### src/rtl/fuzz_ctrl_pkg.sv
// Shared definitions for the fuzzy risk engine front-end sequencer.
package fuzz_ctrl_pkg;

    localparam int unsigned FUZZ_DW          = 8;
    localparam int unsigned FUZZ_NUM_IN_DEF  = 3;
    localparam int unsigned FUZZ_TIMEOUT_DEF = 255;

    typedef enum logic [1:0] {
        S_IDLE  = 2'd0,
        S_LOAD  = 2'd1,
        S_START = 2'd2,
        S_WAIT  = 2'd3
    } state_t;

endpackage

### src/rtl/ss_sync_edge.sv
// Two-flop synchronizer for the pad byte strobe plus a registered rising-edge pulse.
module ss_sync_edge (
    input  logic clk,
    input  logic rst,
    input  logic ss,
    output logic cap
);
    logic meta;
    logic sync;
    logic prev;

    always_ff @(posedge clk or posedge rst) begin
        if (rst) begin
            meta <= 1'b0;
            sync <= 1'b0;
            prev <= 1'b0;
            cap  <= 1'b0;
        end else begin
            meta <= ss;
            sync <= meta;
            prev <= sync;
            cap  <= sync & ~prev;
        end
    end
endmodule

### src/rtl/fuzzy_seq_ctrl.sv
// Front-end sequencer: strobed operand capture, engine start/wait handshake with timeout.
// Optional FUZZ_CKSUM_EN: trailing checksum byte per frame, operands staged until it matches.
module fuzzy_seq_ctrl
    import fuzz_ctrl_pkg::*;
#(
    parameter int unsigned NUM_IN  = FUZZ_NUM_IN_DEF,
    parameter int unsigned DW      = FUZZ_DW,
    parameter int unsigned TIMEOUT = FUZZ_TIMEOUT_DEF
) (
    input  logic                 clk,
    input  logic                 rst,
    input  logic                 ss_i,
    input  logic [DW-1:0]        data_i,
    output logic [NUM_IN*DW-1:0] eng_in_o,
    output logic                 eng_start_o,
    input  logic                 eng_done_i,
    input  logic [DW-1:0]        eng_risk_i,
    output logic [DW-1:0]        risk_o,
    output logic                 valid_o,
    output logic                 busy_o,
    output logic                 err_o
);
`ifdef FUZZ_CKSUM_EN
    localparam int unsigned LAST = NUM_IN;
`else
    localparam int unsigned LAST = NUM_IN - 1;
`endif
    localparam int unsigned   IW       = $clog2(NUM_IN + 2);
    localparam logic [IW-1:0] LAST_IDX = IW'(LAST);
    localparam logic [7:0]    CNT_MAX  = 8'(TIMEOUT - 1);

    state_t               state, state_n;
    logic [IW-1:0]        idx, idx_n;
    logic [7:0]           cnt, cnt_n;
    logic [NUM_IN*DW-1:0] ops, ops_n;
    logic [DW-1:0]        risk, risk_n;
    logic                 valid, valid_n;
    logic                 err, err_n;
    logic                 cap;

`ifdef FUZZ_CKSUM_EN
    logic [NUM_IN*DW-1:0] stg, stg_n;
    logic [DW-1:0]        sum;

    always_comb begin
        sum = '0;
        for (int unsigned i = 0; i < NUM_IN; i++) begin
            sum = sum + stg[i*DW +: DW];
        end
    end
`endif

    ss_sync_edge u_sync (
        .clk (clk),
        .rst (rst),
        .ss  (ss_i),
        .cap (cap)
    );

    always_ff @(posedge clk or posedge rst) begin
        if (rst) begin
            state <= S_IDLE;
            idx   <= '0;
            cnt   <= '0;
            ops   <= '0;
            risk  <= '0;
            valid <= 1'b0;
            err   <= 1'b0;
`ifdef FUZZ_CKSUM_EN
            stg   <= '0;
`endif
        end else begin
            state <= state_n;
            idx   <= idx_n;
            cnt   <= cnt_n;
            ops   <= ops_n;
            risk  <= risk_n;
            valid <= valid_n;
            err   <= err_n;
`ifdef FUZZ_CKSUM_EN
            stg   <= stg_n;
`endif
        end
    end

    always_comb begin
        state_n = state;
        idx_n   = idx;
        cnt_n   = cnt;
        ops_n   = ops;
        risk_n  = risk;
        valid_n = valid;
        err_n   = err;
`ifdef FUZZ_CKSUM_EN
        stg_n   = stg;
`endif
        unique case (state)
            S_IDLE: begin
                if (cap) begin
`ifdef FUZZ_CKSUM_EN
                    stg_n[DW-1:0] = data_i;
`else
                    ops_n[DW-1:0] = data_i;
`endif
                    valid_n = 1'b0;
                    err_n   = 1'b0;
                    idx_n   = IW'(1);
                    state_n = (LAST == 0) ? S_START : S_LOAD;
                end
            end
            S_LOAD: begin
                if (cap) begin
`ifdef FUZZ_CKSUM_EN
                    // The trailing byte is the checksum; operands are published only on a match.
                    if (idx == LAST_IDX) begin
                        if (data_i == sum) begin
                            ops_n   = stg;
                            state_n = S_START;
                        end else begin
                            err_n   = 1'b1;
                            state_n = S_IDLE;
                        end
                    end else begin
                        stg_n[int'(idx)*DW +: DW] = data_i;
                        idx_n = idx + 1'b1;
                    end
`else
                    ops_n[int'(idx)*DW +: DW] = data_i;
                    idx_n = idx + 1'b1;
                    if (idx == LAST_IDX) begin
                        state_n = S_START;
                    end
`endif
                end
            end
            S_START: begin
                cnt_n   = '0;
                state_n = S_WAIT;
            end
            S_WAIT: begin
                // Done has priority over the timeout in the same cycle.
                if (eng_done_i) begin
                    risk_n  = eng_risk_i;
                    valid_n = 1'b1;
                    state_n = S_IDLE;
                end else if (cnt >= CNT_MAX) begin
                    err_n   = 1'b1;
                    state_n = S_IDLE;
                end else begin
                    cnt_n = cnt + 8'd1;
                end
            end
            default: state_n = S_IDLE;
        endcase
    end

    assign eng_in_o    = ops;
    assign risk_o      = risk;
    assign valid_o     = valid;
    assign err_o       = err;
    assign eng_start_o = (state == S_START);
    assign busy_o      = (state == S_START) || (state == S_WAIT);
endmodule
### config.mk
export PLATFORM = sky130hd
export DESIGN_NAME = fuzzy_seq_ctrl
export DESIGN_NICKNAME = d
export VERILOG_FILES = /design/src/rtl/fuzz_ctrl_pkg.sv /design/src/rtl/ss_sync_edge.sv /design/src/rtl/fuzzy_seq_ctrl.sv
export SDC_FILE = /design/constraint.sdc
export NUM_CORES = 1
export LEC_CHECK = 0
export CAP_MARGIN = 20
export CORE_MARGIN = 8
export CORE_UTILIZATION = 40
export DETAILED_ROUTE_END_ITERATION = 6
export DONT_BUFFER_PORTS = 1
export GPL_TIMING_DRIVEN = 0
export PLACE_DENSITY = 0.59
export SLEW_MARGIN = 20
export SYNTH_ARGS = -nofsm -noshare
export SYNTH_HDL_FRONTEND = slang
export SYNTH_SLANG_ARGS = --single-unit
### constraint.sdc
create_clock -name clk -period 2 [get_ports clk]
set_clock_uncertainty 0.2 [all_clocks]
set_input_delay 0.2 -clock clk [delete_from_list [all_inputs] [get_ports clk]]
set_output_delay 0.2 -clock clk [all_outputs]
set_load 0.005 [all_outputs]
==> out/qor.yml <==
fmax_mhz: 474
synth_cells: 179
final_nets: 243
synth_fp_nets: 209
finalPower_w: 0.00356
wl_met1_um: 2060
drv_cap: 0
layout_commonest_cell: "dfrtp_1"
drive_gt1_share_pct: 32.2
violations: "negative setup slack"
antenna_cells: 0
final_cell_mix: "dfrtp_1 (50), mux2_2 (24), dlygate4sd3_1 (18), nand2_1 (12), mux2_4 (9)"
r2r-start: "idx[0]"
path_delay_family: "simple AND/OR/NAND/NOR gates"
cts_made_buffers: 5
top_layer: "met4"
hold_violations: 0
cts-root-buf: "clkbuf_8"
areaGrowthSynthToFinish_pct: 24.9
io_buffer_count: 0
path_cells: "inv_2 -> ha_4 -> ha_4 -> nor4b_2 -> and3_1 -> o21ai_4 -> buf_12 -> mux2_4"
ys_warn_count: 0
clk_pin_slew_ns: 0.09
cts.path.max_buffers: 2
wl_met3_um: 340
die_h_um: 91.4
critPathSlowestCell: "dfrtp_2"
overflow: 0
drtPass1Iterations: 4
wl_met2_um: 2560
fin_area_sq_um: 2840
slew_headroom_pct: 68.3
setup_viol: 22
synth-async-reset-ratio_pct: 100
ys_seq_elements: 51
ys.flop_type: "dfrtp_1"
vias: 1519
syn_area_sq_um: 2270
syn_avg_cell_area_sq_um: 12.7
endpoint_kind: "flip-flop"
setup_tns_ns: -1.41
setup_ws_ns: -0.111
worstMarginPinSlew_ns: 0.474
slowest_delay_ns: 0.43
grt_pass1_wl_um: 8450
leakagePower_nw: 1.27
drt_iter0_markers: 178
drcViolationCount: 0
row_count: 27
grt_usage_pct: 12.6
path_buf_inv: 2
die_area_sq_um: 8350
ys_types: 35
grt_pass1_vias: 1608
insertion_delay_ns: 0.30
ys_seq_area_share_pct: 56.2
cp_common_cell: "ha_4"
grt_start_max_net_pins: 31
period_share_pct: 106
hp-class: "reg2reg"
rsz0062_at_grt: "yes"
path_class: "reg2reg"
fin_crit_ns: 2.11
cts_htree_levels: 2
gp_congestion: 0.853
crit_path_start: "idx[0]"
die_w_um: 91.4
cts_sinks: 51
ios: 56
min-delay-start: "u_sync.meta"
status: "finished with violations"
ant_nets: 0
vias_per_cell: 5.31
dpl_cell_area_sq_um: 2420
wire_per_inst_um: 17.5
start_kind: "flip-flop"
slew_viol_final: 0
cp_data_required_time_ns: 1.99
coreArea_sq_um: 5510
power_density_nw_per_um2: 1250
place.detailed.hpwl_um: 3440
ir_worst_vdd_uv: 576
synth_edf_count: 0
initial_utilization_pct: 41.3
routed_wl_um: 5010
cts_tree: "done"
cp.arrival_ns: 2.10
cp_max_fo: 8
grt_antenna_before_repair: 0
report_power, final:
part / total, W / switching, W / internal [W] / leakage (nW)
combinational: 0.00128 / 0.000601 / 0.000677 / 0.583
clock: 0.000583 / 0.000336 / 0.000247 / 0.0483
sequential: 0.00170 / 0.000309 / 0.00139 / 0.636
cell usage after synthesis, drive strengths merged (2+ instances only):
library cell	count	area [sq um]
inv	11	41.3
nor2b	5	31.3
ha	10	125
nand3	6	35.0
mux2i	3	30.0
nor2	8	30.0
mux2	33	372
nand2	13	48.8
nor3b	2	31.3
nor4	2	12.5
o22ai	4	25.0
o21ai	6	33.8
buf	2	12.5
dfrtp	51	1280
xor2	2	17.5
a21oi	6	30.0
layout make-up:
| type | count | area [sq um] |
|---|---|---|
| fillers | 466 | 2670 |
| flip-flops and latches | 51 | 1280 |
| multi-input cells | 114 | 1040 |
| repair buffers | 27 | 285 |
| well taps | 72 | 90.1 |
| clock buffers | 5 | 68.8 |
| inverters | 11 | 41.3 |
| clock inverters | 3 | 18.8 |
| plain buffers | 3 | 18.8 |
metrics by stage:
step | utilization [%] | setup WS (ns) | cells | hold slack (ns)
final | 51.5 | -0.111 | 286 | 0.146
after global routing | 51.5 | -0.178 | 286 | 0.163
after CTS | 51.3 | -0.0972 | 285 | 0.154
after detailed placement | 43.9 | -0.362 | 252 | -0.0731
after global placement | 43.6 | -0.273 | 251 | 0.0316
after floorplan | - | -0.0979 | 179 | 0.0314
path summary, 6_finish.rpt:
kind                                    end  slack, ns  cells after the start
worst max register to register  eng_in_o[1]      -0.11                      8
min in group asynchronous       eng_in_o[5]       0.17                      2
worst min-delay path            u_sync.sync       0.15                      0
worst min register to register  u_sync.sync       0.15                      0
max in group asynchronous            idx[0]       0.89                      3
worst max-delay path            eng_in_o[1]      -0.11                      8
kinds of logic (layout without fill, tap and decap cells):
group	Yosys count	count (layout)	share of synthesized area, %
xor+xnor	3	3	1.16
flops	51	51	56.2
fa+ha+maj	10	10	5.51
compound gates	25	25	7.32
buf+inv	14	49	2.53
simple gates	40	40	9.64
mux	36	36	17.7
layer usage:
metal,vias up,GRT usage [%]
li1,699,-
met1,768,14.9
met2,48,20.8
met3,4,4.77
met4,0,3.68
met5,-,0
sequential cells by signal, summed over array words and instances (netlist names):
| register | flops |
|---|---|
| eng_in_o | 24 |
| idx | 3 |
| u_sync.sync | 1 |
| u_sync.prev | 1 |
| valid_o | 1 |
| err_o | 1 |
| state | 2 |
| risk_o | 8 |
| u_sync.cap | 1 |
| u_sync.meta | 1 |
| cnt | 8 |
what timing repair did:
| item | 4_1_cts | 5_1_grt |
|---|---|---|
| endpoints found under the hold margin | 84 | 0 |
| pin swaps | 4 | 1 |
| buffers inserted | 7 | 1 |
| resized for setup | 16 | 3 |
| hold buffers | 18 | 0 |
| setup endpoints to repair | 25 | 26 |
Power figures use the tool's default switching activity.
